[src/rtl/button_press.sv]
// button_press: conditions a raw active-low push-button pin and classifies
// each debounced press as short or long.
// Outputs are a clean held level plus one-cycle short/long event pulses.
module button_press #(
    parameter int DEBOUNCE_COUNT = 120_000,
    parameter int LONG_COUNT     = 12_000_000
) (
    input  logic clk,
    input  logic rst,
    input  logic btn_n,
    output logic pressed,
    output logic short_press,
    output logic long_press
);

    localparam int DW = $clog2(DEBOUNCE_COUNT);
    localparam int LW = $clog2(LONG_COUNT);
    localparam logic [DW-1:0] DB_LAST   = DW'(DEBOUNCE_COUNT - 1);
    localparam logic [LW-1:0] LONG_LAST = LW'(LONG_COUNT - 1);

    typedef enum logic [1:0] {
        IDLE,
        HELD,
        LONG
    } state_t;

    logic          sync1;
    logic          sync;
    logic          stable;
    logic [DW-1:0] db_cnt;
    logic [LW-1:0] hold_cnt;
    state_t        state;

    // The debounced state flips on this cycle; used so the FSM reacts on the
    // same edge that pressed changes.
    logic db_flip;
    logic press_edge;
    logic release_edge;

    assign db_flip      = (sync != stable) && (db_cnt == DB_LAST);
    assign press_edge   = db_flip && !sync;
    assign release_edge = db_flip && sync;

    // Two-flop synchronizer; idles at 1 (released) so reset never looks like a press.
    always_ff @(posedge clk or negedge rst) begin
        if (!rst) begin
            sync1 <= 1'b1;
            sync  <= 1'b1;
        end else begin
            sync1 <= btn_n;
            sync  <= sync1;
        end
    end

    // Debouncer: sync must disagree with stable for DEBOUNCE_COUNT cycles in a row.
    always_ff @(posedge clk or negedge rst) begin
        if (!rst) begin
            stable  <= 1'b1;
            pressed <= 1'b0;
            db_cnt  <= '0;
        end else if (sync == stable) begin
            db_cnt <= '0;
        end else if (db_flip) begin
            stable  <= sync;
            pressed <= ~sync;
            db_cnt  <= '0;
        end else begin
            db_cnt <= db_cnt + 1'b1;
        end
    end

    // Press classifier; release is tested before the long threshold so it wins a tie.
    always_ff @(posedge clk or negedge rst) begin
        if (!rst) begin
            state       <= IDLE;
            hold_cnt    <= '0;
            short_press <= 1'b0;
            long_press  <= 1'b0;
        end else begin
            short_press <= 1'b0;
            long_press  <= 1'b0;
            case (state)
                IDLE: begin
                    if (press_edge) begin
                        hold_cnt <= '0;
                        state    <= HELD;
                    end
                end
                HELD: begin
                    if (release_edge) begin
                        short_press <= 1'b1;
                        state       <= IDLE;
                    end else if (hold_cnt == LONG_LAST) begin
                        long_press <= 1'b1;
                        state      <= LONG;
                    end else begin
                        hold_cnt <= hold_cnt + 1'b1;
                    end
                end
                LONG: begin
                    // hold_cnt stays frozen until the button is let go
                    if (release_edge) begin
                        state <= IDLE;
                    end
                end
                default: state <= IDLE;
            endcase
        end
    end

endmodule

[config.mk]
export PLATFORM = sky130hd
export DESIGN_NAME = button_press
export DESIGN_NICKNAME = d
export VERILOG_FILES = /design/src/rtl/button_press.sv
export SDC_FILE = /design/constraint.sdc
export NUM_CORES = 1
export LEC_CHECK = 0
export CAP_MARGIN = 25
export CORE_ASPECT_RATIO = 1.75
export CORE_MARGIN = 2
export CORE_UTILIZATION = 60
export CTS_CLUSTER_DIAMETER = 120
export DETAILED_ROUTE_END_ITERATION = 8
export PLACE_DENSITY = 0.85
export SYNTH_ARGS = -nofsm -noshare
export SYNTH_HDL_FRONTEND = slang
export SYNTH_SLANG_ARGS = --single-unit
[constraint.sdc]
create_clock -name clk -period 4.1 [get_ports clk]
set_input_delay 1.23 -clock clk [delete_from_list [all_inputs] [get_ports clk]]
set_output_delay 1.23 -clock clk [all_outputs]
set_load 0.05 [all_outputs]
After elaboration in Yosys (flattened, before gate mapping)
Cells that the tools add are included.
{ "op_classes": {"addsub": 2, "muxes": 16, "eq_ne": 11, "n_bitwise": 2, "reduce_logical": 9} }
{ "ops": {"columns": ["cell", "n"], "rows": [
  ["24-bit two-way mux", 3],
  ["24-bit one-hot mux with 2 select lines", 1],
  ["17-bit two-way mux", 2],
  ["24-bit by 1-bit adder with 24-bit output (second input constant)", 1],
  ["24-bit equality test (second input constant)", 1],
  ["17-bit by 1-bit adder with 17-bit output (second input constant)", 1],
  ["17-bit equality test (second input constant)", 1],
  ["2-bit two-way mux", 4],
  ["2-bit inequality test (second input constant)", 4],
  ["2-bit one-hot mux with 3 select lines", 1],
  ["1-bit two-way mux", 5],
  ["4-bit AND reduction", 1],
  ["1-bit logical AND", 3],
  ["3-bit inequality test (second input constant)", 1],
  ["3-bit AND reduction", 1],
  ["2-bit by 1-bit equality test with 1-bit output (second input constant)", 1],
  ["2-bit equality test (second input constant)", 1],
  ["2-bit logical NOT", 1],
  ["1-bit NOT", 2],
  ["2-bit AND reduction", 1],
  ["2-bit nonzero test", 1],
  ["1-bit equality test", 1],
  ["1-bit logical NOT", 1],
  ["1-bit inequality test", 1]
]} }
{ "word_totals": {"inputBits": 3, "regBits": 49, "wordCells": 49, "output_inout_bits": 3} }

Logic depth before layout (Yosys ltp)
{ "logic_depth": {"word_depth": 5, "mapped_depth": 9, "ltp_nobuf": 7} }

Worst setup path before layout
Ideal clock, no wire load.
{ "synth_timing": {"path_kind": "reg2reg", "from": "register db_cnt[9]", "to": "register hold_cnt[16]", "path_stages_with_launch": 7, "path_buffers": 1, "setup_time_ns": 0.126, "required_ns": 3.974, "synth_period_minus_slack_ns": 2.176, "slack_ns": 1.924, "t_arrival_ns": 2.050, "cell_sequence": "dfrtp_1 or4b_4 nor4b_4 a21o_2 nand3_4 buf_6 a221o_1"} }
{ "synth_via": {"elab_chain_len": 5, "word_cells_on_any_way": 7, "cone_classes": "3 x eq/ne; 4 x reduce/logical"} }
{ "synth_rtl": {"columns": ["item", "line_no", "text"], "rows": [
  ["start: declaration", "30", "logic [DW-1:0] db_cnt;"],
  ["start signal: assignment", "68", "db_cnt <= db_cnt + 1'b1;"],
  ["17-bit equality test *", "40", "assign db_flip = (sync != stable) && (db_cnt == DB_LAST);"],
  ["1-bit logical AND *", "40", null],
  ["1-bit logical AND, on equally long branches", "42, 41", null],
  ["2-bit inequality test (no line)", null, null],
  ["4-bit AND reduction (no line) *", null, null],
  ["end signal: assignment", "97", "hold_cnt <= hold_cnt + 1'b1;"],
  ["end: declaration", "31", "logic [LW-1:0] hold_cnt;"]
]} }
Mark *: on every way between the ends. The rest lies on a longest branch, timed or not.
A chain may end at the register's enable or synchronous reset.

Final worst setup path
{ "layout_timing": {"from": "register pressed", "to": "output port pressed"} }
{ "layout_rtl": {"columns": ["item", "line_no", "text"], "rows": [
  ["start: declaration", "11", "output logic pressed,"],
  ["start signal: assignment", "65", "pressed <= ~sync;"]
]} }
No word-level cell between the ends.

==> run_summary.xml <==
<?xml version="1.0" encoding="UTF-8"?>
<metrics>
  <group name="synthesis">
    <metric name="postSynthRegisterBits" unit="">49</metric>
    <metric name="synthesis.yosys.warnings" unit="">0</metric>
    <metric name="async_flop_share" unit="%">100</metric>
    <metric name="synth.cell_area" unit="um^2">2550</metric>
    <metric name="number_of_flops_mapped_to_enable_cells_by_yosys" unit="">0</metric>
    <metric name="yosys.cell_count.top_type" unit="">dfrtp_1</metric>
    <metric name="synth_cell_types" unit="">44</metric>
    <metric name="postSynth.topFlopCell" unit="">dfrtp_1</metric>
    <metric name="synth_top_area_cell" unit="">dfrtp_1</metric>
    <metric name="yosys-top-cells-area" unit="">dfrtp_1, nor2_1, o22a_1, xor2_1, nand3_1</metric>
    <metric name="post_synth_top_area_share" unit="%">45.1</metric>
    <metric name="share_of_synthesized_area_occupied_by_flip_flops_and_latches" unit="%">48.2</metric>
    <metric name="post_synth_most_frequent_cells" unit="">dfrtp_1, nor2_1, nand2_1</metric>
    <metric name="gate_count_of_the_mapped_netlist" unit="">261</metric>
    <metric name="post_synth.cell_area_avg" unit="um^2">9.78</metric>
    <metric name="syn-num-nets" unit="">266</metric>
  </group>
  <group name="floorplan">
    <metric name="initial_core_util" unit="%">62.1</metric>
    <metric name="boundaryPins" unit="">6</metric>
    <metric name="floorplan_die_area" unit="um^2">4810</metric>
    <metric name="design.core.area" unit="um^2">4110</metric>
    <metric name="die_width" unit="um">53.3</metric>
    <metric name="row_count" unit="">31</metric>
    <metric name="die_y" unit="um">90.3</metric>
  </group>
  <group name="critical_path">
    <metric name="critPathSlowestCell" unit="">clkdlybuf4s50_1</metric>
    <metric name="timing.critical_path.to_type" unit="">primary output</metric>
    <metric name="worstPathCellList" unit="">clkdlybuf4s50_1</metric>
    <metric name="cpPeakStageDelay" unit="ns">0.80</metric>
    <metric name="crit_required" unit="ns">2.87</metric>
    <metric name="worst-setup-path-type" unit="">register to primary output</metric>
    <metric name="reg2reg_slack" unit="ns">1.45</metric>
    <metric name="worst_path_dominant_cell_family" unit="">buffers and inverters</metric>
    <metric name="crit_buf_inv" unit="">1</metric>
    <metric name="start_kind" unit="">register</metric>
    <metric name="crit_path_max_fanout" unit="">2</metric>
    <metric name="cp.arrival" unit="ns">1.47</metric>
  </group>
  <group name="timing">
    <metric name="postLayoutSetupSlackWorst" unit="ns">1.40</metric>
    <metric name="period_share" unit="%">65.9</metric>
    <metric name="setup_tns" unit="ns">0</metric>
    <metric name="period_needed" unit="ns">2.70</metric>
    <metric name="hold_violations" unit="">0</metric>
    <metric name="slew_headroom" unit="%">37.3</metric>
    <metric name="final-setup-viol-count" unit="">0</metric>
    <metric name="rsz0062_at_grt" unit="">no</metric>
    <metric name="fmax" unit="GHz">0.370</metric>
    <metric name="tightest_slew" unit="ns">0.932</metric>
    <metric name="drv_slew" unit="">0</metric>
    <metric name="finalClockSkew" unit="ns">0.00841</metric>
  </group>
  <group name="cells_and_area">
    <metric name="drive_gt1_share" unit="%">9.40</metric>
    <metric name="nNetsFinal" unit="">270</metric>
    <metric name="num_antenna_cells" unit="">0</metric>
    <metric name="area_growth" unit="%">8.87</metric>
    <metric name="finish.instance_area" unit="um^2">2780</metric>
    <metric name="nFillCells" unit="">351</metric>
  </group>
  <group name="power_and_ir_drop">
    <metric name="leakage" unit="nW">1.17</metric>
    <metric name="ir_worst_vdd" unit="uV">326</metric>
    <metric name="cellPowerDensity" unit="nW/um^2">332</metric>
  </group>
  <group name="global_routing">
    <metric name="globalRouteOverflowTotal" unit="">0</metric>
    <metric name="grt_max_degree" unit="">41</metric>
    <metric name="grt_antenna_before_repair" unit="">0</metric>
    <metric name="grt_pass1_wl" unit="mm">9.18</metric>
    <metric name="grtUsageTotal" unit="%">25.3</metric>
    <metric name="grt_pass1_vias" unit="">2024</metric>
  </group>
  <group name="clock_network">
    <metric name="postCtsHoldBufs" unit="">0</metric>
    <metric name="cts_tree" unit="">built</metric>
    <metric name="max-clock-path-buffers" unit="">2</metric>
    <metric name="clock_tree.htree_level_count" unit="">2</metric>
    <metric name="numClockSinks" unit="">49</metric>
    <metric name="cts-buffers-inserted" unit="">5</metric>
    <metric name="clk_pin_slew" unit="ns">0.10</metric>
    <metric name="postCtsSetupRepairBufs" unit="">0</metric>
    <metric name="clk_latency" unit="ns">0.31</metric>
    <metric name="postCtsResizedCells" unit="">0</metric>
    <metric name="ctsRootBufferMaster" unit="">clkbuf_8</metric>
  </group>
  <group name="run">
    <metric name="max-cap-violations" unit="">0</metric>
  </group>
  <group name="route">
    <metric name="detail_route.vias_per_cell" unit="">6.37</metric>
    <metric name="detail-route-antenna-nets" unit="">0</metric>
    <metric name="totalWireLength" unit="mm">5.40</metric>
    <metric name="drtIter0Drc" unit="">49</metric>
    <metric name="routed-via-count" unit="">2008</metric>
    <metric name="wl_per_cell" unit="um">17.1</metric>
    <metric name="firstDrtPassIters" unit="">5</metric>
    <metric name="route.detailed.drc" unit="">0</metric>
  </group>
  <group name="worst_hold_path">
    <metric name="timing.hold.worst.class" unit="">register to register</metric>
  </group>
  <group name="placement">
    <metric name="dpl.hpwl" unit="mm">3.76</metric>
    <metric name="pre_cts_ws" unit="ns">1.50</metric>
    <metric name="placedInstanceArea" unit="um^2">2640</metric>
    <metric name="finalWeightedCongestion" unit="">0.861</metric>
    <metric name="place.port_buffers" unit="">5</metric>
  </group>
  <group name="status">
    <metric name="outcome" unit="">finished clean</metric>
  </group>
</metrics>
[kinds of logic (layout without fill, tap and decap cells)]
| kind of cell | after synthesis | count (layout) | synth area share, % |
|---|---|---|---|
| and+or+nand+nor | 134 | 134 | 28.5 |
| DFF | 49 | 49 | 48.2 |
| AOI/OAI and AO/OA | 44 | 44 | 13.8 |
| xor gates and xnor gates | 16 | 16 | 5.49 |
| buffers and inverters | 15 | 20 | 2.69 |
| adders and majority gates | 2 | 2 | 0.980 |
| muxes | 1 | 1 | 0.441 |
[worst paths after layout]
kind,cells after the start,endpoint,from
setup / recovery,1,pressed,pressed$_DFFE_PN0P_
hold / removal,0,sync$_DFF_PN1_,sync1$_DFF_PN1_
setup reg to reg,5,hold_cnt[18]$_DFFE_PN0P_,db_cnt[9]$_DFF_PN0_
hold reg to reg,0,sync$_DFF_PN1_,sync1$_DFF_PN1_
max in group asynchronous,2,stable$_DFFE_PN1P_,rst
min in group asynchronous,1,db_cnt[2]$_DFF_PN0_,rst
[registers in the layout (all words and copies together), names as in the netlist]
register	count
hold_cnt	24
db_cnt	17
state	2
long_press	1
pressed	1
short_press	1
stable	1
sync	1
sync1	1
[routing by layer]
layer	share of wire, %	GRT usage (%)	vias to the layer above
met1	39	29.8	985
li1	-	-	965
met2	55	42.8	44
met3	3.0	4.30	14
met5	0	0	-
met4	2.9	11.5	0
[power breakdown]
| part | internal [mW] | switching, mW | leakage (nW) | total, mW |
|---|---|---|---|---|
| registers | 0.487 | 0.00337 | 0.672 | 0.490 |
| logic | 0.00599 | 0.0140 | 0.426 | 0.0200 |
| clock network | 0.245 | 0.167 | 0.0687 | 0.413 |
[layout make-up]
type / instances / area [um^2] / area share [%]
clock buffer: 5 / 68.8 / 2.48
clock inverter: 3 / 68.8 / 2.48
timing repair buffer: 7 / 72.6 / 2.61
sequential: 49 / 1230 / 44.2
tap: 49 / 61.3 / 2.21
inverter: 5 / 18.8 / 0.675
multi-input combinational: 197 / 1260 / 45.3
[metrics by stage]
stage | power (mW) | hold slack, ns | instances | util [%]
finish | 0.923 | 0.358 | 315 | 67.6
CTS | 0.932 | 0.358 | 315 | 67.6
floorplan | 0.505 | 0.345 | 261 | -
global placement | 0.517 | 0.347 | 306 | 63.8
detailed placement | 0.521 | 0.350 | 307 | 64.3
global route | 0.951 | 0.360 | 315 | 67.6
[placed cells by master (no fill, tap or decap), drive strengths merged, types with 3 or more instances in the layout]
cell           instances
buf                    3
o21ai                  8
nand4                  8
and3                  11
a221o                  7
nor4                   9
nor2                  26
clkbuf                 5
dfstp                  3
xnor2                  5
nand3                 20
a21o                   3
nor4b                  4
nor2b                  4
inv                    6
o22a                  11
nor3                  15
dfrtp                 46
and2                   4
xor2                  11
nand2                 23
clkdlybuf4s50          4
nor3b                  4
a21bo                  3
No activity file was read; power rests on OpenSTA's default activity.
